$ cat src/rtl/dac_spi_pkg.sv
// -----------------------------------------------------------------------------
// dac_spi_pkg
// Shared definitions for the quad 12-bit DAC serial responder:
//   - command codes carried in the frame's command nibble
//   - the broadcast address code
//   - bit positions of the command / address / data fields in the shift register
//   - responder FSM state encoding
//   - frame_len_ok(): accepted frame lengths (short 24-bit or full-length frame)
// -----------------------------------------------------------------------------
package dac_spi_pkg;

    localparam logic [3:0] CMD_WR_IN      = 4'b0000;
    localparam logic [3:0] CMD_UPD        = 4'b0001;
    localparam logic [3:0] CMD_WR_UPD_ALL = 4'b0010;
    localparam logic [3:0] CMD_WR_UPD     = 4'b0011;
    localparam logic [3:0] CMD_PD         = 4'b0100;
    localparam logic [3:0] CMD_NOP        = 4'b1111;

    localparam logic [3:0] ADDR_ALL = 4'b1111;

    // Field positions are the same for 24-bit and 32-bit frames because both
    // end with the same 24 bits in the low end of the shift register.
    localparam int CMD_MSB  = 23;
    localparam int CMD_LSB  = 20;
    localparam int ADDR_MSB = 19;
    localparam int ADDR_LSB = 16;
    localparam int DATA_LSB = 4;

    localparam int SHORT_BITS = 24;

    typedef enum logic [1:0] {
        ST_IDLE   = 2'd0,
        ST_SHIFT  = 2'd1,
        ST_DECODE = 2'd2
    } state_e;

    function automatic logic frame_len_ok(input int cnt, input int word_bits);
        return (cnt == SHORT_BITS) || (cnt == word_bits);
    endfunction

endpackage

$ cat src/rtl/ltc2624_spi_responder_sync_edge.sv
// -----------------------------------------------------------------------------
// sync_edge
// Two-flop synchronizer for an asynchronous input followed by a third flop
// used to detect edges of the synchronized level.
// Ports:
//   clk, rst_n   system clock, asynchronous active-low reset
//   async_in     asynchronous input pin
//   level        synchronized level
//   rise / fall  one-cycle pulses on a synchronized rising / falling edge
// -----------------------------------------------------------------------------
module sync_edge (
    input  logic clk,
    input  logic rst_n,
    input  logic async_in,
    output logic level,
    output logic rise,
    output logic fall
);

    logic [2:0] sync_q;
    logic [2:0] sync_d;

    always_comb begin
        sync_d = {sync_q[1:0], async_in};
    end

    always_ff @(posedge clk or negedge rst_n) begin
        if (!rst_n) begin
            sync_q <= '0;
        end else begin
            sync_q <= sync_d;
        end
    end

    assign level = sync_q[1];
    assign rise  = sync_q[1] & ~sync_q[2];
    assign fall  = ~sync_q[1] & sync_q[2];

endmodule

$ cat src/rtl/ltc2624_spi_responder.sv
// -----------------------------------------------------------------------------
// ltc2624_spi_responder
// Behavioural-accurate, synthesizable responder for the quad 12-bit DAC serial
// interface. Frames arriving on spi_sck/spi_mosi/dac_cs are shifted in,
// decoded on the chip-select rising edge, and applied to four input registers,
// four DAC registers and a power-down mask. spi_sdo echoes the incoming bit
// stream delayed by one full shift register (32 bits).
// Ports:
//   clk, rst_n     system clock, asynchronous active-low reset
//   spi_sck        SPI clock (asynchronous, each phase >= 2 clk periods)
//   spi_mosi       serial data in, MSB first
//   dac_cs         chip select, active low
//   dac_clr        clear, active low: zeroes and holds input/DAC registers
//   spi_sdo        serial echo output
//   dac_out        DAC register values, channel 0 in the LSBs, 0 if powered down
//   pd_mask        per-channel power-down flags (1 = powered down)
//   word_valid     one-cycle pulse for every accepted frame
//   cmd_out        command nibble of the last accepted frame
//   addr_out       address nibble of the last accepted frame
//   frame_err      one-cycle pulse for a frame of unsupported length
// -----------------------------------------------------------------------------
module ltc2624_spi_responder
    import dac_spi_pkg::*;
#(
    parameter int NUM_CH    = 4,
    parameter int DATA_W    = 12,
    parameter int WORD_BITS = 32
) (
    input  logic                     clk,
    input  logic                     rst_n,
    input  logic                     spi_sck,
    input  logic                     spi_mosi,
    input  logic                     dac_cs,
    input  logic                     dac_clr,
    output logic                     spi_sdo,
    output logic [NUM_CH*DATA_W-1:0] dac_out,
    output logic [NUM_CH-1:0]        pd_mask,
    output logic                     word_valid,
    output logic [3:0]               cmd_out,
    output logic [3:0]               addr_out,
    output logic                     frame_err
);

    localparam int CNT_W = $clog2(WORD_BITS + 1);

    // ---------------- input synchronization ----------------
    logic sck_rise;
    logic sck_level_unused;
    logic sck_fall_unused;
    logic cs_rise;
    logic cs_fall;
    logic cs_level_unused;

    sync_edge u_sck_sync (
        .clk      (clk),
        .rst_n    (rst_n),
        .async_in (spi_sck),
        .level    (sck_level_unused),
        .rise     (sck_rise),
        .fall     (sck_fall_unused)
    );

    sync_edge u_cs_sync (
        .clk      (clk),
        .rst_n    (rst_n),
        .async_in (dac_cs),
        .level    (cs_level_unused),
        .rise     (cs_rise),
        .fall     (cs_fall)
    );

    // mosi goes through the same two-flop depth as sck so the sampled bit is
    // aligned with the detected sck rising edge.
    logic [1:0] mosi_sync_q;
    logic [1:0] mosi_sync_d;
    logic [1:0] clr_sync_q;
    logic [1:0] clr_sync_d;
    logic       mosi_s;
    logic       clr_active;

    always_comb begin
        mosi_sync_d = {mosi_sync_q[0], spi_mosi};
        clr_sync_d  = {clr_sync_q[0], dac_clr};
    end

    assign mosi_s     = mosi_sync_q[1];
    assign clr_active = ~clr_sync_q[1];

    // ---------------- state ----------------
    state_e                          state_q,  state_d;
    logic [CNT_W-1:0]                cnt_q,    cnt_d;
    logic [WORD_BITS-1:0]            sr_q,     sr_d;
    logic                            sdo_q,    sdo_d;
    logic [NUM_CH-1:0][DATA_W-1:0]   in_q,     in_d;
    logic [NUM_CH-1:0][DATA_W-1:0]   dac_q,    dac_d;
    logic [NUM_CH-1:0]               pd_q,     pd_d;
    logic                            wv_q,     wv_d;
    logic                            fe_q,     fe_d;
    logic [3:0]                      cmd_q,    cmd_d;
    logic [3:0]                      addr_q,   addr_d;

    // ---------------- frame field decode ----------------
    logic [3:0]        fr_cmd;
    logic [3:0]        fr_addr;
    logic [DATA_W-1:0] fr_data;
    logic [NUM_CH-1:0] sel;
    logic              addr_ok;

    assign fr_cmd  = sr_q[CMD_MSB:CMD_LSB];
    assign fr_addr = sr_q[ADDR_MSB:ADDR_LSB];
    assign fr_data = sr_q[DATA_LSB +: DATA_W];

    always_comb begin
        sel = '0;
        for (int ch = 0; ch < NUM_CH; ch++) begin
            sel[ch] = (fr_addr == ADDR_ALL) || (fr_addr == 4'(ch));
        end
        addr_ok = |sel;
    end

    // ---------------- next-state / register update ----------------
    always_comb begin
        state_d = state_q;
        cnt_d   = cnt_q;
        sr_d    = sr_q;
        sdo_d   = sdo_q;
        in_d    = in_q;
        dac_d   = dac_q;
        pd_d    = pd_q;
        wv_d    = 1'b0;
        fe_d    = 1'b0;
        cmd_d   = cmd_q;
        addr_d  = addr_q;

        case (state_q)
            ST_IDLE: begin
                if (cs_fall) begin
                    cnt_d   = '0;
                    state_d = ST_SHIFT;
                end
            end

            ST_SHIFT: begin
                if (sck_rise) begin
                    sr_d  = {sr_q[WORD_BITS-2:0], mosi_s};
                    sdo_d = sr_q[WORD_BITS-1];
                    if (cnt_q != CNT_W'(WORD_BITS)) begin
                        cnt_d = cnt_q + CNT_W'(1);
                    end
                end
                // A fresh falling edge means cs glitched high and back: restart.
                if (cs_fall) begin
                    cnt_d = '0;
                end else if (cs_rise) begin
                    state_d = ST_DECODE;
                end
            end

            ST_DECODE: begin
                state_d = ST_IDLE;
                if (frame_len_ok(int'(cnt_q), WORD_BITS)) begin
                    wv_d   = 1'b1;
                    cmd_d  = fr_cmd;
                    addr_d = fr_addr;
                    // Register effects are suppressed entirely while clear is
                    // active, including the power-down mask.
                    if (addr_ok && !clr_active) begin
                        case (fr_cmd)
                            CMD_WR_IN: begin
                                for (int ch = 0; ch < NUM_CH; ch++) begin
                                    if (sel[ch]) in_d[ch] = fr_data;
                                end
                            end
                            CMD_UPD: begin
                                for (int ch = 0; ch < NUM_CH; ch++) begin
                                    if (sel[ch]) begin
                                        dac_d[ch] = in_q[ch];
                                        pd_d[ch]  = 1'b0;
                                    end
                                end
                            end
                            CMD_WR_UPD_ALL: begin
                                // Every channel loads its (possibly just written)
                                // input register; power-down state is kept.
                                for (int ch = 0; ch < NUM_CH; ch++) begin
                                    if (sel[ch]) begin
                                        in_d[ch]  = fr_data;
                                        dac_d[ch] = fr_data;
                                    end else begin
                                        dac_d[ch] = in_q[ch];
                                    end
                                end
                            end
                            CMD_WR_UPD: begin
                                for (int ch = 0; ch < NUM_CH; ch++) begin
                                    if (sel[ch]) begin
                                        in_d[ch]  = fr_data;
                                        dac_d[ch] = fr_data;
                                        pd_d[ch]  = 1'b0;
                                    end
                                end
                            end
                            CMD_PD: begin
                                for (int ch = 0; ch < NUM_CH; ch++) begin
                                    if (sel[ch]) pd_d[ch] = 1'b1;
                                end
                            end
                            default: begin
                                // CMD_NOP and undefined codes change nothing.
                            end
                        endcase
                    end
                end else begin
                    fe_d = 1'b1;
                end
            end

            default: begin
                state_d = ST_IDLE;
            end
        endcase

        // Clear overrides any update computed above and holds registers at 0.
        if (clr_active) begin
            in_d  = '0;
            dac_d = '0;
        end
    end

    always_ff @(posedge clk or negedge rst_n) begin
        if (!rst_n) begin
            mosi_sync_q <= '0;
            clr_sync_q  <= '0;
            state_q     <= ST_IDLE;
            cnt_q       <= '0;
            sr_q        <= '0;
            sdo_q       <= 1'b0;
            in_q        <= '0;
            dac_q       <= '0;
            pd_q        <= '1;
            wv_q        <= 1'b0;
            fe_q        <= 1'b0;
            cmd_q       <= '0;
            addr_q      <= '0;
        end else begin
            mosi_sync_q <= mosi_sync_d;
            clr_sync_q  <= clr_sync_d;
            state_q     <= state_d;
            cnt_q       <= cnt_d;
            sr_q        <= sr_d;
            sdo_q       <= sdo_d;
            in_q        <= in_d;
            dac_q       <= dac_d;
            pd_q        <= pd_d;
            wv_q        <= wv_d;
            fe_q        <= fe_d;
            cmd_q       <= cmd_d;
            addr_q      <= addr_d;
        end
    end

    // ---------------- outputs ----------------
    always_comb begin
        dac_out = '0;
        for (int ch = 0; ch < NUM_CH; ch++) begin
            dac_out[ch*DATA_W +: DATA_W] = pd_q[ch] ? '0 : dac_q[ch];
        end
    end

    assign spi_sdo    = sdo_q;
    assign pd_mask    = pd_q;
    assign word_valid = wv_q;
    assign frame_err  = fe_q;
    assign cmd_out    = cmd_q;
    assign addr_out   = addr_q;

endmodule

$ cat config.mk
export PLATFORM = sky130hd
export DESIGN_NAME = ltc2624_spi_responder
export DESIGN_NICKNAME = d
export VERILOG_FILES = /design/src/rtl/dac_spi_pkg.sv /design/src/rtl/ltc2624_spi_responder_sync_edge.sv /design/src/rtl/ltc2624_spi_responder.sv
export SDC_FILE = /design/constraint.sdc
export NUM_CORES = 1
export LEC_CHECK = 0
export ABC_AREA = 0
export CORE_UTILIZATION = 25
export CTS_BUF_LIST = sky130_fd_sc_hd__clkbuf_16
export DETAILED_ROUTE_END_ITERATION = 10
export HOLD_SLACK_MARGIN = 0.02
export PLACE_DENSITY_LB_ADDON = 0.12
export SLEW_MARGIN = 10
export SYNTH_ARGS = -nofsm -noshare
export SYNTH_HDL_FRONTEND = slang
export SYNTH_SLANG_ARGS = --single-unit
$ cat constraint.sdc
create_clock -name clk -period 5.2 [get_ports clk]
set_input_delay 1.04 -clock clk [delete_from_list [all_inputs] [get_ports clk]]
set_output_delay 1.04 -clock clk [all_outputs]
set_load 0.01 [all_outputs]
==> results of run 1 <==
[synthesized netlist by cell type, types with 2 or more instances]
| cell | number | area share [%] |
|---|---|---|
| dfrtp_1 | 157 | 53 |
| nand2_1 | 88 | 4.5 |
| mux2i_1 | 74 | 10 |
| nor2b_1 | 51 | 4.3 |
| o2bb2ai_1 | 36 | 4.3 |
| mux2_2 | 35 | 5.3 |
| clkbuf_1 | 32 | 1.6 |
| a22o_1 | 25 | 3.0 |
| o211ai_1 | 24 | 2.4 |
| o21ai_0 | 14 | 0.95 |
| inv_1 | 10 | 0.51 |
| buf_2 | 9 | 0.61 |
| nor2_1 | 8 | 0.41 |
| nand3_1 | 7 | 0.47 |
| a31oi_1 | 4 | 0.34 |
| dfstp_2 | 4 | 1.4 |
| nor4_1 | 4 | 0.34 |
| and2_1 | 3 | 0.25 |
| and3_1 | 3 | 0.25 |
| buf_4 | 3 | 0.30 |
| nand2b_1 | 3 | 0.25 |
| nor3_1 | 3 | 0.20 |
| a21o_1 | 2 | 0.20 |
| a31o_2 | 2 | 0.24 |
| a32o_1 | 2 | 0.27 |
| buf_6 | 2 | 0.30 |
| ha_1 | 2 | 0.34 |
| nand4_1 | 2 | 0.17 |
| nor3_2 | 2 | 0.27 |
| o2111ai_1 | 2 | 0.24 |
| or3b_2 | 2 | 0.24 |
| or4b_1 | 2 | 0.27 |
[where the power goes]
part / switching [mW] / internal (mW) / leakage (nW)
Sequential: 0.0593 / 1.29 / 2.20
Clock: 0.522 / 0.753 / 0.297
Combinational: 0.0765 / 0.0477 / 1.57
Total: 0.657 / 2.09 / 4.07
[routing by layer]
layer  vias to the layer above  track usage (%)  wire (um)  part of all wire (%)
met5                         -                0          0                     0
met4                         0             4.53        314                   1.6
met3                        19             2.41        534                   2.8
met2                       101             21.9       9520                    49
met1                      2651             17.3       9000                    46
li1                       2395                -          -                     -
[area by class of cell]
type                    instances  area share, %
clock buffers                  17           4.70
clock inverters                15           1.87
inverters                      11          0.456
multi-input cells             421           34.8
flip-flops and latches        161           44.6
well taps                     384           5.31
repair buffers                 78           8.36
[worst min-delay path by stage]
stage / to
after floorplan: clr_sync_q[1]$_DFF_PN0_
after global placement: u_cs_sync.sync_q[1]$_DFF_PN0_
after detailed placement: mosi_sync_q[1]$_DFF_PN0_
after CTS: mosi_sync_q[1]$_DFF_PN0_
after global routing: mosi_sync_q[1]$_DFF_PN0_
final: mosi_sync_q[1]$_DFF_PN0_
[registers in the layout, summed over array words and instances, names as in the netlist, 3 cells and up]
register,cells
dac_q,48
addr_out,4
in_q,48
cnt_q,6
sr_q,32
cmd_out,4
pd_mask,4
u_cs_sync.sync_q,3
u_sck_sync.sync_q,3
[cell families after synthesis]
group           after synthesis  share of synthesized area (%)
simple gates                188                           13.3
compound gates              120                           12.9
xor+xnor                      2                          0.237
flops                       161                           54.5
buf+inv                      57                           3.40
fa+ha+maj                     2                          0.338
mux                         109                           15.3
[cells in the final DEF (no fill, tap or decap), drive strengths merged, types with 2 or more instances in the layout]
cell type      netlist  layout
and2                 3       3
mux2                35      35
clkdlybuf4s50        0      67
a21o                 2       2
a31o                 2       2
nor4                 5       5
o2bb2ai             36      36
dfrtp              157     157
a31oi                4       4
nand4                2       2
nor3                 5       5
nand2b               3       3
or4b                 3       3
a32o                 2       2
nor2b               51      51
dfstp                4       4
o2111ai              2       2
mux2i               74      74
nor3b                2       2
inv                 10      15
ha                   2       2
nand3                7       7
nand2               88      88
a22o                25      25
o21ai               14      14
and3                 3       3
buf                 14      11
clkbuf              32      17
clkinv               1       7
o211ai              24      24
bufinv               0       3
nor2                 8       8
or3b                 2       2
==> summary.md, run 1 <==
| Metric | Value |
|---|---|
| Max Transition Viols Final | `0` |
| Reg2reg end | `in_q[13]$_DFFE_PN0P_` |
| Hold WS | `349 ps` |
| Worst Min Path Start | `mosi_sync_q[0]$_DFF_PN0_` |
| Final worst-path cycle share | `53.8%` |
| Routed Wire Length | `19400 um` |
| Syn Area/Cell | `11.6 sq um` |
| Final std cells w/o fill | `1087` |
| Critical Path Fanout Max | `14` |
| Crit. Startpoint | `pd_mask[2]$_DFFE_PN1P_` |
| Slew @ Worst Pin | `1240 ps` |
| Grt ovf | `0` |
| Leak | `4.07 nW` |
| Critical Path End | `pd_mask[2]` |
| Critical Path AT | `1760 ps` |
| Crit path setup slack, layout | `2400 ps` |
| Inst Count DP | `1055` |
| Final Util | `31.3%` |
| Num ports | `69` |
| Clock Path Buffers | `2` |
| Clk_skew | `12.1 ps` |
| Final Critical Period | `2800 ps` |
| Multi-input gate area | `3150 sq um` |
| Seq/Total Area, Yosys | `54.5%` |
| # rows | `62` |
| Placer Congestion | `0.793` |
| Crit path buffers/inverters | `1` |
| CP delay by family, top | `flip-flops` |
| DRT iter0 DRCs | `345` |
| Hold crit path type | `register to register` |
| Die height | `174 um` |
| Total Neg Setup Slack | `0 ps` |
| Clock transition at the registers of the reported paths | `60 ps` |
| Worst Reg2Reg Path Length in Cells | `6` |
| Crit start category | `register` |
| Dpl cell area | `8450 sq um` |
| Wire length per cell | `17.8 um` |
| Predominant post-synthesis flop cell | `dfrtp_1` |
| Final #Nets | `698` |
| Maxcap violations | `0` |
| Vias/cell | `4.75` |
| Fillcell total | `2922` |
| RSZ-0062 raised after global routing | `no` |
| Initial core utilization | `25.6%` |
| Crit Path Category | `register to primary output` |
| Antenna diode instance count | `0` |
| PnR Total Power | `2.75 mW` |
| Status | `finished clean` |
| H-tree levels | `4` |
| P&R area growth vs syn | `22.3%` |
| Placeable Area | `28900 sq um` |
| Share of cells above drive strength 1 | `13.2%` |
| First-pass iteration count of the detailed router | `4` |
| Power per cell area | `303 nW/um^2` |
| Die footprint | `30300 sq um` |
| Yosys reg bits | `161` |
| Initial antenna violation count | `0` |
| Clock root buffer | `clkbuf_16` |
| Pre-CTS setup slack | `2320 ps` |
| # DRC | `0` |
| Num CTS Buffers | `17` |
| Req. time, crit path | `4160 ps` |
| CP Depth | `1` |
| Total GRT Usage | `13.2%` |
| Sequential cell area | `4030 sq um` |
| # port buffers | `68` |
| Setup-failing EPs final | `0` |
| Cts repair resizes | `0` |
| CTS tree | `done` |
| CTS sink cnt | `161` |
| Hold Fails Final Rpt | `0` |
| Via Count | `5166` |
| Highest clock rate | `0.358 GHz` |
| Crit. End Element | `primary output` |
| # Post-CTS Setup Buffers | `0` |
| Worst vdd ir | `0.205 mV` |
| Final Cell Area | `9050 sq um` |
| Worst reg2reg startpoint | `cnt_q[0]$_DFFE_PN0P_` |
| Worst path max stage delay | `740 ps` |
| Synth async-reset ratio | `100%` |
| Cells along the critical path | `clkdlybuf4s50_1` |
| # hold bufs at CTS | `0` |
| Routed Antenna Nets | `0` |
| Flop-to-flop setup slack | `2510 ps` |
| Relative slew slack | `16.9%` |
| CP max stage cell | `dfstp_2` |
| Die Wd | `174 um` |
| Cell Area, Synth | `7400 sq um` |
| Vias in the first global route | `5270` |
| Hold depth | `0` |
| Detailed Place HPWL | `13100 um` |
| Synth Instances | `639` |
| Syn_nets | `647` |
| Clock Latency Late Sink | `420 ps` |
| First-pass GRT wire length | `30900 um` |
| Largest net degree at the start of global routing | `106` |
| Yosys Warn Count | `0` |
| Number of flops mapped to enable cells by yosys | `0` |
| Number of unique standard cell types used by synthesis | `54` |
No activity file was read; power rests on OpenSTA's default activity.
==> run 2: changes to the inputs <==
- clock period: 5.2 -> 2.7 ns (I/O delays scaled with it)
==> summary.md, run 2 (synthesis gave the netlist of run 1 again) <==
| Metric | Value |
|---|---|
| Status | `finished clean` |
| Biggest regs | `dac_q (48), in_q (48), sr_q (32)` |
| Hold Fails Final Rpt | `0 (unchanged)` |
| First-pass GRT wire length | `31600 um (+2.3%)` |
| Final #Nets | `706 (+1.1%)` |
| Clock root buffer | `clkbuf_16` |
| Placer Congestion | `0.785 (-0.90%)` |
| Commonest non-fill, non-tap cells in the layout | `dfrtp_1, nand2_1, mux2i_1, clkdlybuf4s50_1, nor2b_1` |
| Via Count | `5149 (-0.33%)` |
| Clock Latency Late Sink | `420 ps (about the same)` |
| CTS sink cnt | `161 (unchanged)` |
| CP max stage cell | `or4b_4` |
| Num CTS Buffers | `17 (unchanged)` |
| Cts repair resizes | `0 (unchanged)` |
| Clock transition at the registers of the reported paths | `70 ps (about the same)` |
| First-pass iteration count of the detailed router | `4 (unchanged)` |
| Routed Antenna Nets | `0 (unchanged)` |
| Die height | `174 um (unchanged)` |
| Worst path max stage delay | `590 ps (-150 ps)` |
| CTS tree | `done` |
| Cells along the critical path | `or4b_4 -> nor3_1 -> nand3_1 -> o2bb2ai_1` |
| Highest clock rate | `0.416 GHz` |
| Share of cells above drive strength 1 | `14.3% (+1.1 points)` |
| # Post-CTS Setup Buffers | `0 (unchanged)` |
| Final worst-path cycle share | `89.0%` |
| Req. time, crit path | `3040 ps (-1120 ps)` |
| Setup-failing EPs final | `0 (unchanged)` |
| Relative slew slack | `23.4% (+6.5 points)` |
| Initial core utilization | `25.6% (unchanged)` |
| Flop-to-flop setup slack | `300 ps (-2210 ps)` |
| Crit Path Category | `register to register` |
| Worst Reg2Reg Path Length in Cells | `4 (-2)` |
| Leak | `4.14 nW (+1.8%)` |
| # rows | `62 (unchanged)` |
| Largest net degree at the start of global routing | `67 (-37%)` |
| Hold WS | `126 ps (-223 ps)` |
| Final Critical Period | `2400 ps` |
| Commonest non-fill, non-tap cell in the layout | `dfrtp_1` |
| Crit start category | `register` |
| Crit. End Element | `register` |
| Hold crit path type | `primary input to asynchronous set/reset pin` |
| Die Wd | `174 um (unchanged)` |
| Power per cell area | `608 nW/um^2 (+100%)` |
| # port buffers | `68 (unchanged)` |
| Antenna diode instance count | `0 (unchanged)` |
| P&R area growth vs syn | `24.3%` |
| Vias in the first global route | `5422 (+2.9%)` |
| Critical Path Fanout Max | `12 (-2)` |
| Slew @ Worst Pin | `1140 ps (-97.2 ps)` |
| DRT iter0 DRCs | `268 (-22%)` |
| Vias/cell | `4.70 (-1.1%)` |
| Detailed Place HPWL | `13600 um (+3.6%)` |
| Final Util | `31.8% (+0.51 points)` |
| Worst reg2reg startpoint | `sr_q[22]$_DFFE_PN0P_` |
| Clock Path Buffers | `2 (unchanged)` |
| Initial antenna violation count | `0 (unchanged)` |
| Total GRT Usage | `13.5% (+0.26 points)` |
| Total Neg Setup Slack | `0 ps (unchanged)` |
| RSZ-0062 raised after global routing | `no` |
| Critical Path AT | `2740 ps (+980 ps)` |
| Worst vdd ir | `0.395 mV (+93%)` |
| Grt ovf | `0 (unchanged)` |
| Maxcap violations | `0 (unchanged)` |
| # hold bufs at CTS | `0 (unchanged)` |
| # DRC | `0 (unchanged)` |
| Clk_skew | `11.1 ps (-1.02 ps)` |
| H-tree levels | `4 (unchanged)` |
| Placeable Area | `28900 sq um (unchanged)` |
| Die footprint | `30300 sq um (unchanged)` |
| Wire length per cell | `17.9 um (+0.64%)` |
| Routed Wire Length | `19600 um (+1.4%)` |
| Max Transition Viols Final | `0 (unchanged)` |
| Reg2reg end | `dac_q[21]$_DFFE_PN0P_` |
| Num ports | `69 (unchanged)` |
run 2: cell count changes in the layout (fill, tap and decap cells not counted), sizes merged:
cell,previous run,this run
inv,15,14
bufinv,3,6
buf,11,19
clkinv,7,5
run 2: layer usage:
metal,wire [um],track usage [%],part of all wire [%],vias to the layer above
met5,0,0,0,-
met4,422,4.31,2.1,0
met3,711,2.76,3.6,21
met2,9590,22.3,49,105
met1,8910,17.6,45,2618
li1,-,-,-,2405
run 2: final cells by class:
type / instances / area [sq um]
clock buffer: 17 / 425
clock inverter: 15 / 238
fill: 2898 / 19700
inverter: 11 / 41.3
multi-input combinational: 421 / 3140
sequential: 161 / 4030
tap: 384 / 480
timing repair buffer: 86 / 842
run 2: power by group:
part / internal, mW / switching, mW / leakage (nW)
Combinational: 0.0996 / 0.153 / 1.62
Clock: 1.73 / 1.01 / 0.326
Sequential: 2.48 / 0.115 / 2.20
run 2: critical path, delay by kind of cell (launching register included):
family,cells,cell delay (ps)
flops,1,460
compound gates,1,300
simple gates,3,1550
run 2: worst max-delay path by stage:
stage                          from               endpoint  slack (ps)  cells past startpoint
2_1_floorplan  sr_q[22]$_DFFE_PN0P_   in_q[11]$_DFFE_PN0P_         660                      6
3_3_place_gp   sr_q[22]$_DFFE_PN0P_  dac_q[17]$_DFFE_PN0P_         390                      4
3_5_place_dp   sr_q[22]$_DFFE_PN0P_  dac_q[21]$_DFFE_PN0P_         330                      4
4_1_cts        sr_q[22]$_DFFE_PN0P_  dac_q[21]$_DFFE_PN0P_         310                      4
5_1_grt        sr_q[22]$_DFFE_PN0P_  dac_q[34]$_DFFE_PN0P_         120                      4
6_report       sr_q[22]$_DFFE_PN0P_  dac_q[21]$_DFFE_PN0P_         300                      4
run 2: per-stage QoR:
stage	worst slack, ps	power [mW]	instances	cell area [sq um]
global route	119	5.81	1095	9200
CTS	309	5.67	1095	9200
detailed placement	330	2.90	1063	8530
finish	297	5.60	1095	9200
floorplan	661	2.73	639	7400
global placement	388	2.89	1063	8530
==> run 3: changes to the inputs <==
- GPL_ROUTABILITY_DRIVEN: unset -> 0
==> results of run 3 <==
Final layout, timing and power as in run 2 (identical DEF).
==> RTL edit, RTL diff (config.mk and constraints of run 2) <==
Re-encode `state_e` (3 states) as one-hot, 3 bits wide.
--- a/src/rtl/dac_spi_pkg.sv
+++ b/src/rtl/dac_spi_pkg.sv
@@ -30,6 +30,6 @@
 
-    typedef enum logic [1:0] {
-        ST_IDLE   = 2'd0,
-        ST_SHIFT  = 2'd1,
-        ST_DECODE = 2'd2
+    typedef enum logic [2:0] {
+        ST_IDLE   = 3'b001,
+        ST_SHIFT  = 3'b010,
+        ST_DECODE = 3'b100
     } state_e;
Function: no difference found for any inputs over 4 cycles, from zero or initial values and one cycle with rst_n low; so few cycles prove little.
==> RTL edit against run 2 <==
  * Die area fell by 0.33%
  * Cell area decreased by 1.5%
  * Count of clock-buffer cells in the layout is the same
  * Area after synthesis decreased by 0.34%
  * Setup slack improved by 57 ps
  * Non-clock buffer count fell by 4
  * Via count fell by 8.7%
  * Critical path depth down 2
  * Sequential cell count rose by 1
  * Routed wire length decreased by 5.7%
  * Total power down 9.7%
  * Register-to-register slack better by 220 ps
  * Largest cell class unchanged
  * Largest power group unchanged
==> RTL edit: results (changes against run 2) <==
GRT
  – Met2 Usage GRT: 0.190 (-0.0333)
  – Vias in the first global route: 4994 (-7.9%)
  – First-pass GRT wire length: 29.8 mm (-5.7%)
  – Met1 usage in global routing: 0.189 (+0.0132)
  – All-Layer GR Usage: 0.129 (-0.00590)
  – Largest net degree at the start of global routing: 73 (+9.0%)
  – Grt met3 use: 0.0252 (-0.00234)

Power
  – VDD IR-drop max: 0.339 mV (-14%)
  – Sequential power share: 0.486 (+0.022)
  – Leakage: 3.96 nW (-4.3%)
  – Clk pwr: 2.47 mW (-10%)
  – PD cells: 558 mW/mm² (-8.3%)
  – Internal cell power: 3.87 mW (-10%)

Synthesis
  – Yosys warning total: 0 (unchanged)
  – Top-count cell post-synth: dfrtp_1
  – Post-Syn Nets: 612 (-5.4%)
  – Synth top area cells: dfrtp_1 53%, mux2i_1 13%, mux2_2 5.8%
  – Top post-synthesis cells by count: 157 x dfrtp_1, 96 x mux2i_1, 81 x nand2_1
  – Synth cell types: 48 (-11%)
  – Register area share after synthesis: 0.550 (+0.00541)
  – Syn Area/Cell: 12.2 µm² (+5.4%)

Placed design
  – Post-DP Area: 0.00847 mm² (-0.78%)
  – GPL Wtd Cong: 0.724 (-7.8%)
  – HPWL after DPL: 12.8 mm (-5.8%)
  – Placed Instances: 1035 (-2.6%)
  – Dpl ws: 489 ps (+160 ps)

STA
  – Fmax achieved: 426 MHz (+2.5%)
  – Max-Slew Margin vs Limit: 0.382 (+0.148)
  – Clock Skew: 9.45 ps (-1.63 ps)
  – Fin Hold WS: 128 ps (+2.32 ps)

Routing
  – DR pass1 iterations: 4 (unchanged)
  – DRT iter0 DRCs: 302 (+13%)
  – Routed Antenna Nets: 0 (unchanged)
  – Routed len/inst: 17.4 µm (-3.2%)
  – WL met3: 588 µm (-17%)
  – Metal2 WL: 8.04 mm (-16%)
  – Vias per cell: 4.40 (-6.3%)
  – Via count: 4700 (-8.7%)
  – Met1 wire length: 9.67 mm (+8.5%)

Worst setup path
  – Max Fanout on Critical Path: 14 (+2)
  – Slowest CP cell: dfstp_2
  – R2r startpoint: cnt_q[3]
  – Cells on worst reg2reg path: 5 (+1)
  – R2r endpoint: dac_q[4]
  – Crit. Startpoint: pd_mask[2]
  – Slowest stage delay, CP: 760 ps (+170 ps)
  – Reg2Reg Setup Slack: 520 ps (+220 ps)
  – Worst Setup EP: dac_out[35]

Final layout
  – Nets: 678 (-4.0%)
  – Share of layout cells above drive strength 1: 0.161 (+0.0176)
  – Number of diodes: 0 (unchanged)
  – Fillers: 2910 (+0.41%)
  – P&R area growth vs syn: 22.9%
  – Largest registers: dac_q (48), in_q (48), sr_q (32)

Clocking
  – # H-tree levels: 4 (unchanged)
  – Inserted Clock Buffers: 17 (unchanged)
  – Hold buffer count at CTS: 0 (unchanged)

Run status
  – Status: complete, no violations
## RTL edit: cell count changes in the layout (fill, tap and decap cells not counted), sizes merged, moves of 10 or more
cell | run 2 | this run
o2bb2ai | 36 | 48
a22o | 25 | 0
nor2 | 8 | 18
mux2i | 74 | 96
o211ai | 24 | 1
## RTL edit: cells by family (layout without fill, tap and decap cells)
family	after synthesis	in the layout	synth area share
flip-flops	162	162	0.550
AND/OR/NAND/NOR	179	179	0.129
adder cells (fa/ha/maj)	2	2	0.00339
multiplexers	138	138	0.194
buffers and inverters	42	121	0.0292
XOR/XNOR	1	1	0.00119
AO/OA/AOI/OAI	80	80	0.0921
## RTL edit: worst max-delay path: cells and delay by family (launching register included)
kind / cells / cell delay (ps)
flops: 1 / 760
buf+inv: 1 / 510
simple gates: 1 / 120
## RTL edit: area by class of cell
class                   count  share of cell area
flip-flops and latches    162               0.448
inverters                   7             0.00290
repair buffers             82              0.0882
clock inverters            15              0.0188
multi-input cells         400               0.342
clock buffers              17              0.0469
well taps                 384              0.0530
